$ cat src/rtl/spi_pkg.sv
// Shared state encoding and DAC command-word constants for the SPI DAC master.
package spi_pkg;

  typedef enum logic [2:0] {
    StIdle,
    StSetup,
    StShift,
    StHold,
    StDone
  } state_e;

  localparam int unsigned DAC_WORD_W = 32;

  localparam logic [3:0] CMD_WRITE_UPDATE = 4'b0011;
  localparam logic [3:0] ADDR_DAC_A       = 4'b0000;
  localparam logic [7:0] PAD_HI           = 8'hFF;

endpackage

$ cat src/rtl/spi_dac_master_if.sv
// Command/readback handshake and serial pins of the SPI DAC master.
interface spi_dac_master_if #(
  parameter int unsigned WORD_W = 32
);
  logic [WORD_W-1:0] data_in;
  logic              start;
  logic              miso;
  logic              sclk;
  logic              mosi;
  logic              cs_n;
  logic              busy;
  logic              done;
  logic [WORD_W-1:0] data_out;

  modport master (
    input  data_in, start, miso,
    output sclk, mosi, cs_n, busy, done, data_out
  );

  modport slave (
    output data_in, start, miso,
    input  sclk, mosi, cs_n, busy, done, data_out
  );
endinterface

$ cat src/rtl/spi_clk_div.sv
// Half-period tick generator: ticks on the last clk cycle of every CLK_DIV-cycle phase.
module spi_clk_div #(
  parameter int unsigned CLK_DIV = 1
) (
  input  logic clk,
  input  logic reset,
  input  logic en,
  output logic tick
);

  localparam int unsigned     CntW   = $clog2(CLK_DIV + 1);
  localparam logic [CntW-1:0] Reload = CntW'(CLK_DIV - 1);

  logic [CntW-1:0] cnt_q;

  // Held at the reload value while disabled so every phase starts a full period.
  always_ff @(posedge clk or posedge reset) begin
    if (reset) begin
      cnt_q <= Reload;
    end else if (!en || cnt_q == '0) begin
      cnt_q <= Reload;
    end else begin
      cnt_q <= cnt_q - 1'b1;
    end
  end

  assign tick = en && (cnt_q == '0);

endmodule

$ cat src/rtl/spi_dac_master.sv
// SPI mode-0 master: shifts one command word MSB-first and captures MISO in parallel.
module spi_dac_master
  import spi_pkg::*;
#(
  parameter int unsigned WORD_W  = DAC_WORD_W,
  parameter int unsigned CLK_DIV = 1
) (
  input logic             clk,
  input logic             reset,
  spi_dac_master_if.master bus
);

  localparam logic [5:0] LastBit = 6'(WORD_W - 1);

  state_e            state_q, state_d;
  logic              tick, div_en, accept, fall;
  logic [WORD_W-1:0] tx_q, rx_q, data_out_q;
  logic [5:0]        bit_cnt_q;
  logic              sclk_q, sclk_d, cs_n_q, cs_n_d, busy_q, busy_d, done_q, done_d;

  assign div_en = state_q inside {StSetup, StShift, StHold};
  assign accept = (state_q == StIdle) && bus.start;
  // Falls happen at the end of a high phase; the datapath moves only on these edges.
  assign fall   = (state_q == StShift) && tick && sclk_q;

  spi_clk_div #(
    .CLK_DIV(CLK_DIV)
  ) u_clk_div (
    .clk  (clk),
    .reset(reset),
    .en   (div_en),
    .tick (tick)
  );

  always_ff @(posedge clk or posedge reset) begin
    if (reset) begin
      state_q <= StIdle;
    end else begin
      state_q <= state_d;
    end
  end

  always_comb begin
    state_d = state_q;
    unique case (state_q)
      StIdle:  if (bus.start) state_d = StSetup;
      StSetup: if (tick) state_d = StShift;
      StShift: if (fall && bit_cnt_q == LastBit) state_d = StHold;
      StHold:  if (tick) state_d = StDone;
      StDone:  state_d = StIdle;
      default: state_d = StIdle;
    endcase
  end

  // Outputs are registered, so they are decoded from the state being entered.
  always_comb begin
    cs_n_d = 1'b1;
    busy_d = 1'b0;
    done_d = 1'b0;
    sclk_d = 1'b0;
    unique case (state_d)
      StSetup, StHold: begin
        cs_n_d = 1'b0;
        busy_d = 1'b1;
      end
      StShift: begin
        cs_n_d = 1'b0;
        busy_d = 1'b1;
        sclk_d = tick ? ~sclk_q : sclk_q;
      end
      StDone:  done_d = 1'b1;
      default: ;
    endcase
  end

  always_ff @(posedge clk or posedge reset) begin
    if (reset) begin
      cs_n_q     <= 1'b1;
      sclk_q     <= 1'b0;
      busy_q     <= 1'b0;
      done_q     <= 1'b0;
      tx_q       <= '0;
      rx_q       <= '0;
      data_out_q <= '0;
      bit_cnt_q  <= '0;
    end else begin
      cs_n_q <= cs_n_d;
      sclk_q <= sclk_d;
      busy_q <= busy_d;
      done_q <= done_d;
      if (accept) begin
        tx_q      <= bus.data_in;
        bit_cnt_q <= '0;
      end else if (fall) begin
        tx_q      <= {tx_q[WORD_W-2:0], 1'b0};
        rx_q      <= {rx_q[WORD_W-2:0], bus.miso};
        bit_cnt_q <= bit_cnt_q + 6'd1;
      end
      if (state_d == StDone) begin
        data_out_q <= rx_q;
      end
    end
  end

  assign bus.sclk     = sclk_q;
  assign bus.mosi     = tx_q[WORD_W-1];
  assign bus.cs_n     = cs_n_q;
  assign bus.busy     = busy_q;
  assign bus.done     = done_q;
  assign bus.data_out = data_out_q;

endmodule

$ cat src/flat_wrapper.sv
// flat-port wrapper written by rule: the top's interface ports become plain ports
module spi_dac_master_flat import spi_pkg::*;
#(
  parameter int unsigned WORD_W  = DAC_WORD_W,
  parameter int unsigned CLK_DIV = 1
)
  (clk, reset, bus_data_in, bus_start, bus_miso, bus_sclk, bus_mosi, bus_cs_n, bus_busy, bus_done, bus_data_out);
  spi_dac_master_if #(.WORD_W(WORD_W)) bus_i ();
  input logic clk;
  input logic reset;
  input wire logic [$bits(bus_i.data_in)-1:0] bus_data_in;
  input wire logic [$bits(bus_i.start)-1:0] bus_start;
  input wire logic [$bits(bus_i.miso)-1:0] bus_miso;
  output wire logic [$bits(bus_i.sclk)-1:0] bus_sclk;
  output wire logic [$bits(bus_i.mosi)-1:0] bus_mosi;
  output wire logic [$bits(bus_i.cs_n)-1:0] bus_cs_n;
  output wire logic [$bits(bus_i.busy)-1:0] bus_busy;
  output wire logic [$bits(bus_i.done)-1:0] bus_done;
  output wire logic [$bits(bus_i.data_out)-1:0] bus_data_out;
  assign bus_i.data_in = bus_data_in;
  assign bus_i.start = bus_start;
  assign bus_i.miso = bus_miso;
  assign bus_sclk = bus_i.sclk;
  assign bus_mosi = bus_i.mosi;
  assign bus_cs_n = bus_i.cs_n;
  assign bus_busy = bus_i.busy;
  assign bus_done = bus_i.done;
  assign bus_data_out = bus_i.data_out;
  spi_dac_master #(.WORD_W(WORD_W), .CLK_DIV(CLK_DIV)) u_core (.clk(clk), .reset(reset), .bus(bus_i));
endmodule
$ cat config.mk
export PLATFORM = sky130hd
export DESIGN_NAME = spi_dac_master_flat
export DESIGN_NICKNAME = d
export VERILOG_FILES = /design/src/rtl/spi_pkg.sv /design/src/rtl/spi_dac_master_if.sv /design/src/rtl/spi_clk_div.sv /design/src/rtl/spi_dac_master.sv /design/src/flat_wrapper.sv
export SDC_FILE = /design/constraint.sdc
export NUM_CORES = 1
export LEC_CHECK = 0
export BUFFER_PORTS_ARGS = -buffer_cell sky130_fd_sc_hd__buf_4
export CAP_MARGIN = 10
export CORE_MARGIN = 10
export CORE_UTILIZATION = 60
export DETAILED_ROUTE_END_ITERATION = 10
export GPL_TIMING_DRIVEN = 0
export PLACE_DENSITY_LB_ADDON = 0.2
export SETUP_SLACK_MARGIN = 0.05
export SKIP_CTS_REPAIR_TIMING = 1
export SLEW_MARGIN = 5
export SYNTH_ARGS = -nofsm -noshare
export SYNTH_HDL_FRONTEND = slang
export SYNTH_SLANG_ARGS = --single-unit
$ cat constraint.sdc
create_clock -name clk -period 4.9 [get_ports clk]
set_input_delay 0.245 -clock clk [delete_from_list [all_inputs] [get_ports clk]]
set_output_delay 0.245 -clock clk [all_outputs]
set_load 0.01 [all_outputs]
==> results of run 1 <==
## report_power, final
| part | internal [W] | switching (W) |
|---|---|---|
| Sequential | 0.00108 | 0.000111 |
| Clock | 0.000193 | 0.000306 |
| Combinational | 0.000309 | 0.000262 |
| Total | 0.00158 | 0.000678 |
## worst max path at each step
| stage | startpoint | to | slack, ps | cells after the start |
|---|---|---|---|---|
| 2_1_floorplan | reset | u_core.bit_cnt_q[0]$_DFFE_PP0P_ | 1750 | 1 |
| 3_3_place_gp | reset | u_core.tx_q[13]$_DFFE_PP0P_ | 640 | 2 |
| 3_5_place_dp | u_core.u_clk_div.cnt_q$_DFF_PP0_ | u_core.bus.data_out[14]$_DFFE_PP0P_ | 2930 | 4 |
| 4_1_cts | u_core.u_clk_div.cnt_q$_DFF_PP0_ | u_core.bus.data_out[14]$_DFFE_PP0P_ | 2920 | 4 |
| 5_1_grt | u_core.u_clk_div.cnt_q$_DFF_PP0_ | u_core.bus.data_out[14]$_DFFE_PP0P_ | 2800 | 4 |
| 6_report | u_core.u_clk_div.cnt_q$_DFF_PP0_ | u_core.bus.data_out[3]$_DFFE_PP0P_ | 2930 | 4 |
## sequential cells by signal, summed over array words and instances (netlist names)
name,cells
u_core.bus.data_out,32
u_core.rx_q,32
u_core.tx_q,32
u_core.bit_cnt_q,6
u_core.state_q,3
u_core.bus.busy,1
u_core.bus.cs_n,1
u_core.bus.done,1
u_core.bus.sclk,1
u_core.u_clk_div.cnt_q,1
## per-layer routing
layer	share of wire (%)	global-route usage [%]	wire length (µm)	up-vias
li1	-	-	-	1294
met1	44	18.87	3742	1373
met2	49	25.75	4238	74
met3	5.1	3.865	438	12
met4	1.8	6.286	150	0
met5	0	0	0	-
## cell usage in the layout, fill, tap and decap left out, types with 2 or more instances in the layout
master / synthesis / final
dfrtp_1: 109 / 109
nand2_1: 7 / 7
nor4_1: 3 / 3
o21ai_0: 3 / 3
a21oi_1: 4 / 4
buf_6: 3 / 3
nor3b_2: 2 / 2
inv_8: 0 / 2
buf_2: 7 / 7
mux2_2: 63 / 63
buf_4: 3 / 75
nand2b_1: 4 / 4
mux2_1: 2 / 2
clkbuf_8: 0 / 9
clkbuf_1: 6 / 7
a221o_1: 31 / 31
clkinvlp_4: 0 / 3
a211oi_1: 2 / 2
nand3_1: 3 / 3
and2_1: 32 / 32
mux2i_1: 2 / 2
## worst max-delay path, stage by stage, from the launching register on
cell	delay [ps]
dfrtp_1	450
nand2b_1	230
nor3b_2	460
buf_2	340
mux2_2	370
## through the flow
step,utilization (%),power (W),setup slack (ps)
floorplan,-,0.001600,1754
global placement,70.90,0.001742,640.2
detailed placement,71.59,0.001782,2932
CTS,74.09,0.002284,2923
global route,74.23,0.002395,2802
finish,74.23,0.002262,2929
## kinds of logic (layout without fill, tap and decap cells)
| group | count (synthesis) | after routing | share of synthesized area, % |
|---|---|---|---|
| AND/OR/NAND/NOR | 66 | 66 | 10.03 |
| AO/OA/AOI/OAI | 42 | 42 | 8.410 |
| adder cells (fa/ha/maj) | 1 | 1 | 0.2794 |
| other | 1 | 1 | 0.08374 |
| multiplexers | 67 | 67 | 16.79 |
| flip-flops | 110 | 110 | 61.50 |
| XOR/XNOR | 1 | 1 | 0.1956 |
| buffers and inverters | 21 | 112 | 2.710 |
## final cells by class
class	count	area (µm²)	share of cell area, %
buffer	19	113.9	2.115
clock buffer	10	127.6	2.370
clock inverter	6	53.80	0.9993
inverter	2	10.01	0.1859
multi-input combinational	178	1603	29.77
sequential	110	2754	51.15
tap	99	123.9	2.301
timing repair buffer	75	598.1	11.11
==> results.cfg, run 1 <==
[outcome]
outcome = completed

[global_routing]
grt_use_total_pct = 15.47
grt_max_degree = 51
overflow = 0
antenna_found_initial = 0
grt_pass1_wl_um = 14350
first_global_vias = 2938

[floorplanning]
die_w_um = 106.4
die_y_um = 106.4
top_level_ports = 73
design.die.area_um2 = 11320
floorplan.rows = 31
core_um2 = 7253
start_util_pct = 61.74

[min_path]
hp-start = bus_miso
hold-path-endpoint = u_core.rx_q[0]$_DFFE_PP0P_
hold_depth = 2
hp-class = primary input to register

[yosys]
synth_area_per_cell_um2 = 14.49
netlist.area_leader.share_pct = 60.91
yosysMostFrequentCell = dfrtp_1
syn_inst = 309
ys_seq_area_share_pct = 61.50
async_flop_share_pct = 100.0
yosys.cell_types.count = 40
ys_top_cells_by_area = dfrtp_1 61%, mux2_2 16%, a221o_1 6.9%
synth-edff-count = 0
synthTopCellsByCount = 109 x dfrtp_1, 63 x mux2_2, 32 x and2_1, 31 x a221o_1
synth-main-ff-cell = dfrtp_1
ys_seq_elements = 110
ys_warn_count = 0
synth_fp_nets = 346
syn_area_um2 = 4478
synth_top_cell_by_area = dfrtp_1

[place]
placed_area_um2 = 5192
hpwl_um = 6282
place.gp.congestion = 0.8078
io_buffers = 72
dp_cells = 482

[final_layout]
n_fill_cell = 481
stdcell_area_um2 = 5384
num_antenna_cells = 0
area_delta_synth_final_pct = 20.23
fin_nets = 432
drive_gt1_share_pct = 43.75
finalNonFillerCells = 499

[routing]
post-route-drc-count = 0
wire_per_inst_um = 17.17
drt_first_pass_iters = 4
first_iter_violations = 127
antenna_left = 0
wirelength_um = 8570
vias = 2753
drt-vias-per-instance = 5.517

[sta]
slew_headroom_pct = 58.37
setup_viol = 0
rsz0062_at_grt = no
skew_ps = 14.33
finalHoldViolCount = 0
fin_crit_sh_pct = 40.23
period_minus_slack_ps = 1971
timing.fmax_ghz = 0.5073
slew_violations = 0
tightest_slew_ps = 618.8
whs_ps = 94.63
setup_tns_ps = 0

[worst_setup_path]
cp.required_ps = 5150
rrSetupSlack_ps = 2930
arrival_ps = 2230
worst_r2r_startpoint = u_core.u_clk_div.cnt_q$_DFF_PP0_
critical_path_class = register to register
start_kind = register
r2r-end = u_core.bus.data_out[3]$_DFFE_PP0P_
crit_path_end_kind = register
critical_path_peak_fanout = 10
ff2ff_path_depth = 4

[cts]
path_clk_slew_ps = 100
cts_buffers = 9
cts_tree = yes
cts_htree_levels = 3
cts-root-buf = clkbuf_8
clock_path_buffers = 2
clkLatencyLatePin_ps = 370
cts.sinks = 110

[power]
p_leak_nw = 2.679
peakVddDrop_uv = 248.7
power.density_nw_per_um2 = 420.1

[job]
drv_cap = 0
Note: power is estimated with default switching activity, not from simulation.
==> run 2: changes to the inputs <==
--- a/config.mk
+++ b/config.mk
@@ -8,7 +8,7 @@
 export BUFFER_PORTS_ARGS = -buffer_cell sky130_fd_sc_hd__buf_4
 export CAP_MARGIN = 10
 export CORE_MARGIN = 10
-export CORE_UTILIZATION = 60
+export CORE_UTILIZATION = 50
 export DETAILED_ROUTE_END_ITERATION = 10
 export GPL_TIMING_DRIVEN = 0
 export PLACE_DENSITY_LB_ADDON = 0.2
==> constraint.sdc (replaced) <==
create_clock -name clk -period 1.7 [get_ports clk]
set_input_delay 0.085 -clock clk [delete_from_list [all_inputs] [get_ports clk]]
set_output_delay 0.085 -clock clk [all_outputs]
set_load 0.01 [all_outputs]
==> run 2 against run 1 <==
  * The run now ends with setup timing left
  * Final area rose by 9.4%
  * Non-clock buffer count rose by 20
  * Critical path depth up 2
  * Core utilization is 6.7 points lower
  * Clock skew down 6.1 ps
  * Sequential power rose to 2.9 times the previous value
  * Critical path type unchanged
==> results.cfg, run 2 (synthesis results as in run 1) <==
[routing]
wirelength_um = 8986
wire_per_inst_um = 17.02
drt-vias-per-instance = 5.449
drt_first_pass_iters = 4
first_iter_violations = 129
post-route-drc-count = 0
vias = 2877
antenna_left = 0

[floorplanning]
top_level_ports = 73
core_um2 = 8721
start_util_pct = 51.35
die_w_um = 114.6
floorplan.rows = 34
design.die.area_um2 = 13140
die_y_um = 114.6

[power]
peakVddDrop_uv = 607.2
p_leak_nw = 2.887
total_power_w = 0.007039
power.density_nw_per_um2 = 1195

[worst_setup_path]
arrival_ps = 2110
ff2ff_path_depth = 6
cp.required_ps = 1940
path_cells = buf_6 -> or3b_4 -> nor2_4 -> buf_6 -> clkbuf_16 -> mux2_4
critical_path_class = register to register
slowest_delay_ps = 430
critical_path_peak_fanout = 8
cpMaxStageDelayCell = or3b_4
crit_path_end_kind = register
crit_top_cell = buf_6
start_kind = register

[final_layout]
drive_gt1_share_pct = 49.52
fin_nets = 452
fin_util_pct = 67.55
area_delta_synth_final_pct = 31.55
finalNonFillerCells = 528
final_cell_mix = 108 x dfrtp_1, 80 x buf_4, 37 x mux2_2
multiInputGateArea_um2 = 1750
n_fill_cell = 640
final_common_cell = dfrtp_1
seq_area_um2 = 2755
num_antenna_cells = 0

[sta]
fin_crit_sh_pct = 109.7
finalHoldViolCount = 0
tightest_slew_ps = 698.7
slew_violations = 0
rsz0062_at_grt = yes
slew_headroom_pct = 53.32
skew_ps = 8.214
period_minus_slack_ps = 1864
timing.fmax_ghz = 0.5364
setup_viol = 66
whs_ps = 29.09
setup_ws_ps = -164.4

[outcome]
violations = setup timing
outcome = finished, violations left

[global_routing]
grtUsageMet1_pct = 16.42
antenna_found_initial = 0
grt_util_met2_pct = 20.80
use_met3_pct = 3.669
grt_use_total_pct = 13.06
grt_pass1_wl_um = 14180
grt-busiest-layer = met2
first_global_vias = 2950
overflow = 0
grt_max_degree = 43

[cts]
cts.sinks = 110
clock_path_buffers = 2
cts-root-buf = clkbuf_8
cts_buffers = 9
path_clk_slew_ps = 100
clkLatencyLatePin_ps = 350
cts_tree = yes
cts_htree_levels = 3

[place]
place.gp.congestion = 0.7575
io_buffers = 72
dp_cells = 491
hpwl_um = 6020

[min_path]
hold_depth = 3
hp-class = primary input to register

[job]
drv_cap = 0
run 2: cell count changes in the layout (fill, tap and decap cells not counted), moves of 3 or more:
cell	change
buf_2	-7
mux2_2	-26
buf_4	+5
buf_6	+15
buf_8	+5
clkbuf_1	-7
mux2_4	+28
clkbuf_2	+3
run 2: power breakdown:
group | switching (W) | leakage, nW | internal [W] | total [W]
Sequential | 0.000310 | 1.47 | 0.00312 | 0.00343
Combinational | 0.000848 | 1.32 | 0.00117 | 0.00202
Clock | 0.000862 | 0.0993 | 0.000730 | 0.00159
run 2: through the flow:
step           worst slack, ps  setup TNS, ps  area (µm²)
2_1_floorplan           -26.35         -136.8        4482
3_3_place_gp            -376.2         -54020        5157
3_5_place_dp            -292.9         -17140        5197
4_1_cts                 -314.2         -19250        5403
5_1_grt                 -220.9         -11200        5891
6_report                -164.4          -5985        5891
run 2: layer usage:
layer | wire length, µm | share of wire, % | vias to the layer above
li1 | - | - | 1347
met1 | 3976 | 44 | 1461
met3 | 495 | 5.5 | 11
met2 | 4393 | 49 | 58
met5 | 0 | 0 | -
met4 | 121 | 1.3 | 0
run 2: area by class of cell:
cell class / instances / share of cell area [%]
buffer: 19 / 3.568
inverter: 2 / 0.1912
clock inverter: 6 / 1.147
timing repair buffer: 95 / 13.98
multi-input combinational: 178 / 29.72
tap: 108 / 2.294
sequential: 110 / 46.77
clock buffer: 10 / 2.336
run 2: path summary, 6_finish.rpt:
kind | start | to | slack [ps]
max | u_core.state_q[2]$_DFF_PP0_ | u_core.rx_q[13]$_DFFE_PP0P_ | -160
min | bus_data_in[12] | u_core.tx_q[12]$_DFFE_PP0P_ | 30
max reg2reg | u_core.state_q[2]$_DFF_PP0_ | u_core.rx_q[13]$_DFFE_PP0P_ | -160
min reg2reg | u_core.tx_q[10]$_DFFE_PP0P_ | u_core.tx_q[11]$_DFFE_PP0P_ | 510
max in group asynchronous | reset | u_core.bus.done$_DFF_PP0_ | 430
min in group asynchronous | reset | u_core.bus.data_out[10]$_DFFE_PP0P_ | 390
run 2: critical path: cells and delay by family, from the launching register on:
kind,cells,cell delay (ps)
simple gates,2,600
buf+inv,3,470
flops,1,390
mux,1,300
==> run 3: changes to the inputs <==
--- a/config.mk
+++ b/config.mk
@@ -5,13 +5,13 @@
 export SDC_FILE = /design/constraint.sdc
 export NUM_CORES = 1
 export LEC_CHECK = 0
-export BUFFER_PORTS_ARGS = -buffer_cell sky130_fd_sc_hd__buf_4
 export CAP_MARGIN = 10
 export CORE_MARGIN = 10
-export CORE_UTILIZATION = 50
+export CORE_UTILIZATION = 60
 export DETAILED_ROUTE_END_ITERATION = 10
+export DONT_BUFFER_PORTS = 1
 export GPL_TIMING_DRIVEN = 0
-export PLACE_DENSITY_LB_ADDON = 0.2
+export PLACE_DENSITY = 0.76
 export SETUP_SLACK_MARGIN = 0.05
 export SKIP_CTS_REPAIR_TIMING = 1
 export SLEW_MARGIN = 5
==> constraint.sdc (replaced) <==
create_clock -name clk -period 1.9 [get_ports clk]
set_input_delay 0.095 -clock clk [delete_from_list [all_inputs] [get_ports clk]]
set_output_delay 0.095 -clock clk [all_outputs]
set_load 0.01 [all_outputs]
==> run 3 against run 2 <==
  * The flow now finishes without violations
  * Non-clock buffer count fell by 48
  * Global-route usage rose by 1.3 points
  * Setup slack improved by 240 ps
  * Clock power fell by 13%
  * Critical path type unchanged
  * Largest power group unchanged
  * Highest routed layer unchanged
==> results.cfg, run 3 (synthesis results as in run 1) <==
[routing]
wirelength_um = 8587
antenna_left = 0
drt_first_pass_iters = 4
wire_per_inst_um = 18.23
drt-vias-per-instance = 5.705
post-route-drc-count = 0
vias = 2687
first_iter_violations = 85

[worst_setup_path]
crit_family = simple AND/OR/NAND/NOR gates
rrSetupSlack_ps = 80
ff2ff_path_depth = 4
crit_path_end_kind = register
start_kind = register
crit_buf_inv = 1
arrival_ps = 2070
cp.required_ps = 2150
worst_r2r_startpoint = u_core.u_clk_div.cnt_q$_DFF_PP0_
critical_path_peak_fanout = 10
r2r-end = u_core.bus.data_out[14]$_DFFE_PP0P_
critical_path_class = register to register
slowest_delay_ps = 470
path_cells = nand2b_1 -> nor3b_4 -> buf_4 -> mux2_2
cpMaxStageDelayCell = dfrtp_1

[final_layout]
final_common_cell = dfrtp_1
num_antenna_cells = 0
fin_nets = 404
final_cell_mix = 109 x dfrtp_1, 63 x mux2_2, 34 x dlygate4sd3_1
n_fill_cell = 466
area_delta_synth_final_pct = 19.06
drive_gt1_share_pct = 31.72

[sta]
setup_viol = 0
slew_violations = 0
timing.fmax_ghz = 0.5491
tightest_slew_ps = 628.9
period_minus_slack_ps = 1821
whs_ps = 216.2
skew_ps = 16.78
setup_tns_ps = 0
finalHoldViolCount = 0
rsz0062_at_grt = yes
fin_crit_sh_pct = 95.85
slew_headroom_pct = 57.68

[floorplanning]
top_level_ports = 73
design.die.area_um2 = 11320
die_w_um = 106.4
core_um2 = 7253
die_y_um = 106.4
floorplan.rows = 31
start_util_pct = 61.74

[cts]
path_clk_slew_ps = 110
clkLatencyLatePin_ps = 370
cts.sinks = 110
cts_htree_levels = 3
cts_buffers = 9
clock_path_buffers = 2
cts-root-buf = clkbuf_8
cts_tree = yes

[global_routing]
first_global_vias = 2590
grt_use_total_pct = 14.39
grt_max_degree = 36
overflow = 0
antenna_found_initial = 0
grt_pass1_wl_um = 13320

[power]
p_leak_nw = 2.538
power.density_nw_per_um2 = 1117
peakVddDrop_uv = 682.7

[min_path]
hp-class = primary input to async pin

[place]
io_buffers = 0
hpwl_um = 5751
place.gp.congestion = 0.7619

[outcome]
outcome = completed

[job]
drv_cap = 0
## run 3: changes by cell type in the layout (fill, tap and decap cells not counted), moves of 3 or more
cell and delta:
buf_6 -14, buf_8 -3, buf_4 -67, buf_2 +6
clkbuf_1 +3, dlygate4sd3_1 +31, mux2_2 +26, mux2_4 -28
## run 3: area by class of cell
type                            count  area, µm²  share of cell area, %
Sequential cell                   110       2754                  51.65
Buffer                             19      140.1                  2.628
Inverter                            2      11.26                 0.2112
Clock buffer                       10      137.6                  2.582
Tap cell                           99      123.9                  2.323
Timing Repair Buffer               47      486.7                  9.129
Multi-Input combinational cell    178       1615                  30.30
Clock inverter                      6      62.56                  1.173
## run 3: worst max-delay path by stage
stage	startpoint	to	slack [ps]	depth (start not counted)
finish	u_core.u_clk_div.cnt_q$_DFF_PP0_	u_core.bus.data_out[14]$_DFFE_PP0P_	80	4
global route	u_core.u_clk_div.cnt_q$_DFF_PP0_	u_core.bus.data_out[3]$_DFFE_PP0P_	10	4
CTS	u_core.u_clk_div.cnt_q$_DFF_PP0_	u_core.bus.data_out[17]$_DFFE_PP0P_	-30	4
detailed placement	u_core.u_clk_div.cnt_q$_DFF_PP0_	u_core.bus.data_out[10]$_DFFE_PP0P_	-20	4
global placement	reset	u_core.tx_q[12]$_DFFE_PP0P_	-30	1
floorplan	u_core.state_q[0]$_DFF_PP0_	u_core.rx_q[1]$_DFFE_PP0P_	150	6
## run 3: per-layer routing
layer | wire length [µm] | vias up | part of all wire (%) | track usage [%]
met5 | 0 | - | 0 | 0
met4 | 141 | 0 | 1.6 | 5.513
met3 | 536 | 14 | 6.2 | 5.072
met2 | 4274 | 68 | 50 | 22.17
met1 | 3635 | 1362 | 42 | 18.29
li1 | - | 1243 | - | -
## run 3: per-stage QoR
stage	cell area, µm²	setup WS [ps]	util [%]	cells	total power [W]
final	5331	78.81	73.50	471	0.005953
after global routing	5331	13.76	73.50	471	0.006258
after CTS	4873	-30.65	67.19	427	0.005813
after detailed placement	4673	-21.62	64.43	411	0.004440
after global placement	4606	-30.94	63.50	408	0.004359
after floorplan	4482	149.6	-	309	0.004126
## run 3: power by group
| group | internal (W) | leakage [nW] | switching (W) | total [W] |
|---|---|---|---|---|
| registers | 0.00279 | 1.47 | 0.000320 | 0.00311 |
| clock network | 0.000548 | 0.102 | 0.000832 | 0.00138 |
| logic | 0.000819 | 0.965 | 0.000645 | 0.00146 |
| total | 0.00416 | 2.54 | 0.00180 | 0.00595 |
